===== src/rtl/ahb_resp_mux_pkg.sv =====
// Shared encodings and helpers for the AHB response multiplexer.
package ahb_resp_mux_pkg;

    // Upper bound on attached subordinates; helpers work on vectors this wide.
    localparam int MaxSubs = 16;
    localparam int MaxIdxW = 4;

    typedef enum logic [1:0] {
        HTRANS_IDLE   = 2'd0,
        HTRANS_BUSY   = 2'd1,
        HTRANS_NONSEQ = 2'd2,
        HTRANS_SEQ    = 2'd3
    } htrans_e;

    typedef enum logic {
        RESP_OKAY  = 1'b0,
        RESP_ERROR = 1'b1
    } resp_e;

    typedef enum logic [1:0] {
        DEF_IDLE = 2'd0,
        DEF_ERR1 = 2'd1,
        DEF_ERR2 = 2'd2
    } defState_e;

    // True when exactly one of the low 'width' bits of vec is set.
    function automatic logic onehotValid(input logic [MaxSubs-1:0] vec, input int width);
        int cnt;
        cnt = 32'sd0;
        for (int i = 32'sd0; i < MaxSubs; i++) begin
            if ((i < width) && vec[i]) begin
                cnt++;
            end
        end
        return (cnt == 32'sd1);
    endfunction

    // Index of the set bit; meaningful only when onehotValid() holds.
    function automatic logic [MaxIdxW-1:0] onehotIndex(input logic [MaxSubs-1:0] vec, input int width);
        logic [MaxIdxW-1:0] idx;
        idx = {MaxIdxW{1'b0}};
        for (int i = 32'sd0; i < MaxSubs; i++) begin
            if ((i < width) && vec[i]) begin
                idx = MaxIdxW'(i);
            end
        end
        return idx;
    endfunction

endpackage


===== src/rtl/ahb_resp_mux_if.sv =====
// Bus bundle between decoder/subordinates and the response multiplexer.
interface ahb_resp_mux_if
    import ahb_resp_mux_pkg::*;
#(
    parameter int DataWidth = 32,
    parameter int NumSubs   = 4
);
    logic [NumSubs-1:0]           sel;
    htrans_e                      htrans;
    logic [NumSubs*DataWidth-1:0] subRData;
    logic [NumSubs-1:0]           subReadyOut;
    logic [NumSubs-1:0]           subResp;
    logic [DataWidth-1:0]         rData;
    logic                         ready;
    logic                         resp;

    // The multiplexer side.
    modport slave (
        input  sel, htrans, subRData, subReadyOut, subResp,
        output rData, ready, resp
    );

    // The driving side (decoder, subordinates, manager).
    modport master (
        output sel, htrans, subRData, subReadyOut, subResp,
        input  rData, ready, resp
    );
endinterface


===== src/rtl/ahb_resp_mux_default.sv =====
// Default subordinate: answers unmapped transfers with a two-cycle ERROR.
module ahb_default_sub
    import ahb_resp_mux_pkg::*;
(
    input  logic clk,
    input  logic nReset,
    input  logic start,
    output logic ready,
    output logic resp
);
    defState_e state_r;

    // Error sequencer with registered ready/resp decoded from the next state.
    always_ff @(posedge clk or negedge nReset) begin
        if (!nReset) begin
            state_r <= DEF_IDLE;
            ready   <= 1'b1;
            resp    <= RESP_OKAY;
        end else begin
            case (state_r)
                DEF_IDLE: begin
                    if (start) begin
                        state_r <= DEF_ERR1;
                        ready   <= 1'b0;
                        resp    <= RESP_ERROR;
                    end else begin
                        state_r <= DEF_IDLE;
                        ready   <= 1'b1;
                        resp    <= RESP_OKAY;
                    end
                end
                DEF_ERR1: begin
                    state_r <= DEF_ERR2;
                    ready   <= 1'b1;
                    resp    <= RESP_ERROR;
                end
                DEF_ERR2: begin
                    // A fresh bad address phase accepted here re-enters ERR1 directly.
                    if (start) begin
                        state_r <= DEF_ERR1;
                        ready   <= 1'b0;
                        resp    <= RESP_ERROR;
                    end else begin
                        state_r <= DEF_IDLE;
                        ready   <= 1'b1;
                        resp    <= RESP_OKAY;
                    end
                end
                default: begin
                    state_r <= DEF_IDLE;
                    ready   <= 1'b1;
                    resp    <= RESP_OKAY;
                end
            endcase
        end
    end
endmodule


===== src/rtl/ahb_resp_mux.sv =====
// AHB data-phase response multiplexer with a built-in default subordinate.
module ahb_resp_mux
    import ahb_resp_mux_pkg::*;
#(
    parameter int DataWidth = 32,
    parameter int NumSubs   = 4
) (
    input logic           clk,
    input logic           nReset,
    ahb_resp_mux_if.slave bus
);
    localparam int IdxW = $clog2(NumSubs);

    logic [IdxW-1:0]      ownerIdx_r;
    logic                 ownerDef_r;
    logic                 active_r;
    logic                 selValid_s;
    logic                 isXfer_s;
    logic                 start_s;
    logic                 defReady_s;
    logic                 defResp_s;
    logic                 readyMux_s;
    logic                 respMux_s;
    logic [DataWidth-1:0] rDataMux_s;

    assign selValid_s = onehotValid(MaxSubs'(bus.sel), NumSubs);
    assign isXfer_s   = (bus.htrans == HTRANS_NONSEQ) || (bus.htrans == HTRANS_SEQ);
    // Kick the error sequencer on the same edge the default owner is captured.
    assign start_s    = readyMux_s && !selValid_s && isXfer_s;

    ahb_default_sub uDefaultSub (
        .clk    (clk),
        .nReset (nReset),
        .start  (start_s),
        .ready  (defReady_s),
        .resp   (defResp_s)
    );

    // Data-phase owner: captured only when the bus completes a transfer.
    always_ff @(posedge clk or negedge nReset) begin
        if (!nReset) begin
            ownerDef_r <= 1'b1;
            ownerIdx_r <= {IdxW{1'b0}};
            active_r   <= 1'b0;
        end else if (readyMux_s) begin
            if (selValid_s) begin
                ownerDef_r <= 1'b0;
                ownerIdx_r <= IdxW'(onehotIndex(MaxSubs'(bus.sel), NumSubs));
                active_r   <= 1'b1;
            end else if (isXfer_s) begin
                ownerDef_r <= 1'b1;
                ownerIdx_r <= {IdxW{1'b0}};
                active_r   <= 1'b1;
            end else begin
                // No valid select and no real transfer (multi-hot IDLE/BUSY included).
                ownerDef_r <= 1'b1;
                ownerIdx_r <= {IdxW{1'b0}};
                active_r   <= 1'b0;
            end
        end else begin
            ownerDef_r <= ownerDef_r;
            ownerIdx_r <= ownerIdx_r;
            active_r   <= active_r;
        end
    end

    // Zero-latency steering of the owning subordinate's response.
    always_comb begin
        rDataMux_s = {DataWidth{1'b0}};
        readyMux_s = 1'b1;
        respMux_s  = RESP_OKAY;
        if (ownerDef_r) begin
            if (active_r) begin
                readyMux_s = defReady_s;
                respMux_s  = defResp_s;
            end else begin
                readyMux_s = 1'b1;
                respMux_s  = RESP_OKAY;
            end
        end else begin
            rDataMux_s = bus.subRData[int'(ownerIdx_r) * DataWidth +: DataWidth];
            readyMux_s = bus.subReadyOut[ownerIdx_r];
            respMux_s  = bus.subResp[ownerIdx_r];
        end
    end

    assign bus.rData = rDataMux_s;
    assign bus.ready = readyMux_s;
    assign bus.resp  = respMux_s;
endmodule

===== src/flat_wrapper.sv =====
// flat-port wrapper written by rule: the top's interface ports become plain ports
module ahb_resp_mux_flat import ahb_resp_mux_pkg::*;
#(
    parameter int DataWidth = 32,
    parameter int NumSubs   = 4
)
  (clk, nReset, bus_sel, bus_htrans, bus_subRData, bus_subReadyOut, bus_subResp, bus_rData, bus_ready, bus_resp);
  ahb_resp_mux_if #(.DataWidth(DataWidth), .NumSubs(NumSubs)) bus_i ();
  input logic clk;
  input logic nReset;
  input wire logic [$bits(bus_i.sel)-1:0] bus_sel;
  input wire logic [$bits(bus_i.htrans)-1:0] bus_htrans;
  input wire logic [$bits(bus_i.subRData)-1:0] bus_subRData;
  input wire logic [$bits(bus_i.subReadyOut)-1:0] bus_subReadyOut;
  input wire logic [$bits(bus_i.subResp)-1:0] bus_subResp;
  output wire logic [$bits(bus_i.rData)-1:0] bus_rData;
  output wire logic [$bits(bus_i.ready)-1:0] bus_ready;
  output wire logic [$bits(bus_i.resp)-1:0] bus_resp;
  assign bus_i.sel = bus_sel;
  assign bus_i.htrans = bus_htrans;
  assign bus_i.subRData = bus_subRData;
  assign bus_i.subReadyOut = bus_subReadyOut;
  assign bus_i.subResp = bus_subResp;
  assign bus_rData = bus_i.rData;
  assign bus_ready = bus_i.ready;
  assign bus_resp = bus_i.resp;
  ahb_resp_mux #(.DataWidth(DataWidth), .NumSubs(NumSubs)) u_core (.clk(clk), .nReset(nReset), .bus(bus_i));
endmodule

===== config.mk =====
export PLATFORM = sky130hd
export DESIGN_NAME = ahb_resp_mux_flat
export DESIGN_NICKNAME = d
export VERILOG_FILES = /design/src/rtl/ahb_resp_mux_pkg.sv /design/src/rtl/ahb_resp_mux_if.sv /design/src/rtl/ahb_resp_mux_default.sv /design/src/rtl/ahb_resp_mux.sv /design/src/flat_wrapper.sv
export SDC_FILE = /design/constraint.sdc
export NUM_CORES = 1
export LEC_CHECK = 0
export ABC_AREA = 1
export CAP_MARGIN = 20
export CORE_AREA = 5 5 86 88
export CTS_CLUSTER_SIZE = 20
export DETAILED_ROUTE_END_ITERATION = 16
export DIE_AREA = 0 0 91 93
export GPL_TIMING_DRIVEN = 0
export PLACE_DENSITY = 0.78
export SYNTH_ARGS = -nofsm -noshare
export SYNTH_HDL_FRONTEND = slang
export SYNTH_SLANG_ARGS = --single-unit

===== constraint.sdc =====
create_clock -name clk -period 1.6 [get_ports clk]
set_clock_uncertainty 0.15 [all_clocks]
set_input_delay 0.32 -clock clk [delete_from_list [all_inputs] [get_ports clk]]
set_output_delay 0.32 -clock clk [all_outputs]
set_load 0.01 [all_outputs]

==> results.json, run 1 <==
{
  "yosysUniqueCellTypes": 26,
  "die_h_um": 93,
  "p_int_mw": 2.31,
  "grt_setup_unrepaired": "true",
  "drt_iter0_drc": 66,
  "place_ws_ps": -908,
  "die_x_um": 91,
  "reg2reg_from": "u_core.ownerIdx_r[0]$_DFFE_PN0P_",
  "die_area_um2": 8460,
  "grt_pass1_vias": 2812,
  "power_density_nw_per_um2": 1180,
  "drive_gt1_frac": 0.227,
  "row_count": 30,
  "globalRouteOverflowTotal": 0,
  "maxCapViolCount": 0,
  "p_comb_frac": 0.865,
  "clock_path_buffers": 2,
  "vias": 2819,
  "crit_buf_inv": 4,
  "layout_common_cells": "139 x clkdlybuf4s50_1, 119 x nor2_1, 34 x o21ai_1, 34 x buf_2, 32 x o21ai_0",
  "grt_pass1_wl_um": 13800,
  "finalWorstSetupSlack_ps": -372,
  "violations": "setup timing",
  "power.switching_mw": 2.21,
  "areaGrowthSynthToFinish_pct": 125,
  "clk_latency_ps": 220,
  "io_pins": 178,
  "hold_viol_final": 0,
  "dp_hpwl_um": 7220,
  "fin_crit_ps": 1970,
  "wl_um": 9080,
  "synth_area_per_cell_um2": 5.24,
  "nFillCells": 644,
  "ctsRootBufferMaster": "clkbuf_8",
  "avgViaCountPerCell": 4.73,
  "io_buffers": 176,
  "worstPathCellList": "buf_6, buf_12, buf_8, nor2_1, nor2_1, o21ai_1, a21oi_2, buf_2",
  "seq_area_frac_synth": 0.119,
  "synth_area_um2": 1700,
  "slowest_delay_ps": 330,
  "p_seq_frac": 0.084,
  "cts_buffers": 3,
  "yosysWarnings": 0,
  "firstDrtPassIters": 4,
  "antenna_cells": 0,
  "netSwitchingFraction": 0.489,
  "cp_common_cell": "nor2_1",
  "r2r_slack_ps": 50,
  "post-route-period-util": 1.23,
  "post_drt_wl_per_cell_um": 15.2,
  "max_freq_ghz": 0.507,
  "path_class": "reg -> out",
  "slowest_stage": "dfrtp_1",
  "relSlewSlack": 0.771,
  "ir_worst_vdd_v": 0.000860,
  "r2r_cells": 10,
  "r2r-end": "u_core.ownerIdx_r[0]$_DFFE_PN0P_",
  "h-tree-depth": 1,
  "ys_ff_latch": 8,
  "grt_max_degree": 11,
  "fin_cells": 596,
  "fin_nets": 665,
  "tns_ps": -10990,
  "core_area_um2": 6570,
  "p_clk_frac": 0.051,
  "cp_max_fo": 10,
  "p_total_mw": 4.53,
  "drc": 0,
  "finalMaxSlewViolations": 0,
  "syn-num-nets": 472,
  "final_common_cell": "clkdlybuf4s50_1",
  "synthCells": 325,
  "tightestPinTransition_ps": 342,
  "start_kind": "flop",
  "postRouteAntennaNets": 0,
  "start_util": 0.259,
  "dp_cells": 581,
  "cts.sinks": 8,
  "worstSetupEndpointType": "output port",
  "clkTransAtPathRegs_ps": 40,
  "cts_hold_buf": 0,
  "crit_required_ps": 1130,
  "gp_congestion": 0.842,
  "cts_tree": "yes",
  "grt_usage": 0.197,
  "setup_viol": 39,
  "cp_top_family": "buffers and inverters",
  "critPathArrivalTime_ps": 1500,
  "power_leakage_nw": 1.70,
  "hold_path_class": "in -> async",
  "antenna_found_initial": 0,
  "status": "complete, but fails checks"
}
logic make-up (layout without fill, tap and decap cells):
family	after synthesis	after routing	share of synthesized area
AOI/OAI and AO/OA	99	99	0.291
xor gates and xnor gates	1	1	0.00955
adders and majority gates	3	3	0.0220
buffers and inverters	39	230	0.126
DFF	8	8	0.119
and+or+nand+nor	175	175	0.433
routing by layer:
metal / part of all wire / vias to the layer above / GRT usage
met5: 0 / - / 0
met3: 0.079 / 16 / 0.0547
li1: - / 1445 / -
met1: 0.39 / 1236 / 0.228
met4: 0.020 / 0 / 0.0403
met2: 0.51 / 122 / 0.362
flip-flops by register name, summed over array words and instances, names as in the netlist:
signal and count:
u_core.ownerDef_r 1, u_core.uDefaultSub.resp 1, u_core.active_r 1, u_core.uDefaultSub.ready 1
u_core.uDefaultSub.state_r 2, u_core.ownerIdx_r 2
cell type report:
type / count / area (um^2) / share of cell area
repair buffers: 189 / 1740 / 0.453
multi-input cells: 278 / 1390 / 0.361
plain buffers: 25 / 294 / 0.0766
flip-flops and latches: 8 / 203 / 0.0528
well taps: 80 / 100 / 0.0261
inverters: 13 / 73.8 / 0.0192
clock buffers: 3 / 41.3 / 0.0108
worst register-to-register path, stage by stage (launching register included):
cell and delay, ps:
dfrtp_1 370, buf_6 140, inv_6 70, buf_12 130, nand2_2 60, nand3_2 70
nand3_4 90, nand2_4 100, buf_6 120, nand4_1 100, nand2_1 90
worst max-delay path by stage:
stage / from / end / slack, ps / cells past startpoint
4_1_cts: u_core.ownerIdx_r[0]$_DFFE_PN0P_ / bus_rData[14] / -380 / 8
5_1_grt: u_core.ownerIdx_r[0]$_DFFE_PN0P_ / bus_rData[22] / -480 / 8
2_1_floorplan: bus_sel[1] / u_core.uDefaultSub.resp$_DFF_PN0_ / -100 / 12
3_3_place_gp: bus_sel[1] / u_core.uDefaultSub.resp$_DFF_PN0_ / -870 / 13
6_report: u_core.ownerIdx_r[0]$_DFFE_PN0P_ / bus_rData[14] / -370 / 8
3_5_place_dp: bus_sel[1] / u_core.active_r$_DFFE_PN0P_ / -910 / 14
cells in the mapped netlist (all sizes together):
library cell / count / area [um^2]
a21oi: 32 / 160
dfstp: 2 / 52.6
buf: 13 / 109
nand3: 14 / 105
clkbuf: 13 / 51.3
inv: 13 / 53.8
o21ai: 67 / 335
or2: 1 / 6.26
ha: 3 / 37.5
nand4: 2 / 12.5
nand2: 25 / 109
xnor2: 1 / 16.3
nor2: 133 / 504
dfrtp: 6 / 150
power by group through the flow:
| stage | Sequential (mW) | Clock (mW) | Combinational, mW |
|---|---|---|---|
| 5_1_grt | 0.391 | 0.261 | 4.29 |
| 4_1_cts | 0.379 | 0.240 | 3.76 |
| 6_report | 0.379 | 0.230 | 3.92 |
| 3_5_place_dp | 0.343 | 0 | 3.77 |
| 3_3_place_gp | 0.337 | 0 | 3.73 |
| 2_1_floorplan | 0.333 | 0 | 2.03 |
per-stage QoR:
stage / area [um^2] / util / hold WS (ps)
2_1_floorplan: 1740 / - / -126
3_3_place_gp: 3610 / 0.549 / 246
3_5_place_dp: 3610 / 0.549 / 260
4_1_cts: 3730 / 0.568 / 222
5_1_grt: 3840 / 0.584 / 240
6_report: 3840 / 0.584 / 220
repair_timing:
item,CTS,global route
cloned,0,1
pin swaps,11,12
resized for setup,217,22
setup endpoints to repair,41,41
buffers inserted,9,3
(Power assumes the default switching activity.)
==> run 2, diff against run 1 <==
Settings changed: SYNTH_HIERARCHICAL set to 1.
==> run 2 against run 1 <==
The run still ends with setup timing left. Clock-buffer cell count stayed put. Flip-flop and latch count stayed put. Die area stayed put. Combinational power is 4% higher. Register-to-register slack worse by 70 ps. Maximum frequency is 1.1% lower. Worst setup slack worse by 21 ps. Critical path depth is 1 lower. Sequential power is 1% lower. Synthesized cell count is 0.31% higher. Global-route usage is 0.27 points higher. Critical endpoint is now bus_rData[13].
==> results.json, run 2 <==
{
  "tns_ps": -11780,
  "yosysUniqueCellTypes": 27,
  "hold_viol_final": 0,
  "power_leakage_nw": 1.74,
  "synth_top_area_frac": 0.284,
  "grt_max_degree": 11,
  "drive_gt1_frac": 0.254,
  "clk_latency_ps": 220,
  "synth_common_cells": "130 x nor2_1, 47 x o21ai_0, 32 x a21oi_1",
  "synthFlopType": "dfrtp_1",
  "setup_viol": 41,
  "max_freq_ghz": 0.502,
  "yosysWarnings": 6,
  "crit_required_ps": 1130,
  "cts_tree": "yes",
  "antenna_found_initial": 0,
  "synth_top_area_cell": "nor2_1",
  "io_pins": 178,
  "avgViaCountPerCell": 4.79,
  "yosys.area_share.adder": 0.0218,
  "power_density_nw_per_um2": 1190,
  "finalMaxSlewViolations": 0,
  "critPathArrivalTime_ps": 1520,
  "synth_area_um2": 1720,
  "start_kind": "flop",
  "clock_path_buffers": 2,
  "vias": 2891,
  "synth.area.mux_share": 0,
  "grt_pass1_wl_um": 13900,
  "synth-edff-count": 0,
  "ys_ff_latch": 8,
  "fin_crit_ps": 1990,
  "postRouteAntennaNets": 0,
  "synthTopCellsByArea": "nor2_1 28%, o21ai_0 14%, a21oi_1 9.3%",
  "grt_usage": 0.200,
  "synthXorXnorAreaFrac": 0.00510,
  "nFillCells": 631,
  "async_flop_share": 1.00,
  "ctsRootBufferMaster": "clkbuf_8",
  "hold_path_class": "in -> async",
  "clkTransAtPathRegs_ps": 40,
  "post-route-period-util": 1.25,
  "globalRouteOverflowTotal": 0,
  "final_common_cell": "clkdlybuf4s50_1",
  "h-tree-depth": 1,
  "drc": 0,
  "dp_hpwl_um": 7070,
  "areaGrowthSynthToFinish_pct": 129,
  "core_area_um2": 6570,
  "finalWorstSetupSlack_ps": -393,
  "die_area_um2": 8460,
  "die_x_um": 91,
  "row_count": 30,
  "gp_congestion": 0.823,
  "synth-simple-area-share": 0.424,
  "ir_worst_vdd_v": 0.000868,
  "maxCapViolCount": 0,
  "cts_buffers": 3,
  "io_buffers": 176,
  "r2r_cells": 12,
  "r2r_slack_ps": -20,
  "synthCells": 326,
  "syn-num-nets": 473,
  "drt_iter0_drc": 90,
  "status": "complete, but fails checks",
  "antenna_cells": 0,
  "place_ws_ps": -986,
  "cts.sinks": 8,
  "die_h_um": 93,
  "grt_setup_unrepaired": "true",
  "layout_common_cells": "139 x clkdlybuf4s50_1, 114 x nor2_1, 34 x buf_2",
  "cp_max_fo": 10,
  "reg2reg_from": "u_core/ownerIdx_r[0]$_DFFE_PN0P_",
  "grt_pass1_vias": 2786,
  "synth-compound-area-share": 0.288,
  "synth_top_family_by_area": "simple AND/OR/NAND/NOR gates",
  "fin_nets": 672,
  "firstDrtPassIters": 4,
  "r2r-end": "u_core/uDefaultSub/resp$_DFF_PN0_",
  "top_regs": "u_core/ownerIdx_r: 2 flops, u_core/uDefaultSub/state_r: 2 flops",
  "yosysMostFrequentCell": "nor2_1",
  "wl_um": 9100,
  "tightestPinTransition_ps": 351,
  "seq_area_frac_synth": 0.118,
  "post_drt_wl_per_cell_um": 15.1,
  "synth_area_per_cell_um2": 5.27,
  "worstSetupEndpointType": "output port",
  "start_util": 0.262,
  "relSlewSlack": 0.765,
  "path_class": "reg -> out",
  "violations": "setup timing"
}
[run 2: cell types whose count changed in the layout (fill, tap and decap cells not counted), sizes merged]
| cell | change |
|---|---|
| nand2 | +2 |
| buf | +5 |
| nor2 | -1 |
| clkdlybuf4s15 | +1 |
| nand3 | -1 |
| inv | +1 |
[run 2: worst max path at each step]
stage	cells past startpoint	slack, ps	endpoint	startpoint
2_1_floorplan	14	-170	u_core/uDefaultSub/resp$_DFF_PN0_	bus_sel[0]
3_3_place_gp	15	-870	u_core/uDefaultSub/resp$_DFF_PN0_	bus_sel[1]
3_5_place_dp	15	-990	u_core/uDefaultSub/resp$_DFF_PN0_	bus_sel[1]
4_1_cts	8	-380	bus_rData[13]	u_core/ownerIdx_r[0]$_DFFE_PN0P_
5_1_grt	8	-480	bus_rData[30]	u_core/ownerIdx_r[0]$_DFFE_PN0P_
6_report	7	-390	bus_rData[13]	u_core/ownerIdx_r[0]$_DFFE_PN0P_
[run 2: what timing repair did]
| action | CTS | global route |
|---|---|---|
| gates resized for setup | 226 | 8 |
| hold buffers | 0 | 0 |
| setup buffers | 10 | 6 |
| gates cloned | 3 | 1 |
| pin swaps | 24 | 26 |
| endpoints found under the setup margin | 41 | 41 |
[run 2: cells by family (layout without fill, tap and decap cells)]
family / Yosys count / after routing
AO/OA/AOI/OAI: 99 / 99
buffers and inverters: 40 / 237
adder cells (fa/ha/maj): 3 / 3
XOR/XNOR: 1 / 1
AND/OR/NAND/NOR: 175 / 175
flip-flops: 8 / 8
[run 2: area by class of cell]
class	instances	area [um^2]	share of cell area
plain buffers	25	282	0.0715
clock buffers	3	41.3	0.0105
inverters	14	77.6	0.0197
multi-input cells	278	1410	0.357
flip-flops and latches	8	203	0.0515
well taps	80	100	0.0254
repair buffers	195	1830	0.465
[run 2: per-stage QoR]
| step | total power [mW] | util | hold slack (ps) | instances | area [um^2] |
|---|---|---|---|---|---|
| floorplan | 2.42 | - | -126 | 326 | 1760 |
| global placement | 4.13 | 0.552 | 338 | 582 | 3620 |
| detailed placement | 4.17 | 0.552 | 346 | 582 | 3620 |
| CTS | 4.58 | 0.586 | 229 | 597 | 3850 |
| global route | 5.10 | 0.599 | 255 | 603 | 3940 |
| finish | 4.68 | 0.599 | 221 | 603 | 3940 |
[run 2: critical path, stage by stage, from the launching register on]
cell	delay [ps]
dfrtp_1	330
buf_6	160
buf_4	190
nor2_1	60
nor2_1	90
o21ai_0	130
a21oi_2	180
buf_2	150
[run 2: layer usage]
| metal | global-route usage | up-vias | share of wire |
|---|---|---|---|
| met3 | 0.0410 | 16 | 0.081 |
| met2 | 0.359 | 113 | 0.50 |
| met4 | 0.0477 | 0 | 0.014 |
| li1 | - | 1459 | - |
| met1 | 0.244 | 1303 | 0.40 |
| met5 | 0 | - | 0 |
[run 2: report_power, final]
group / leakage (nW) / switching [mW] / internal, mW / total, mW
Sequential: 0.0987 / 0.0684 / 0.306 / 0.375
Clock: 0.0216 / 0.0744 / 0.163 / 0.237
Combinational: 1.62 / 2.11 / 1.96 / 4.06
Total: 1.74 / 2.25 / 2.42 / 4.68
==> run 3, diff against run 2 <==
Settings changed: ABC_CLOCK_PERIOD_IN_PS set to 1600, SLEW_MARGIN set to 30.
==> results of run 3 <==
Final layout, timing and power as in run 2 (identical DEF).
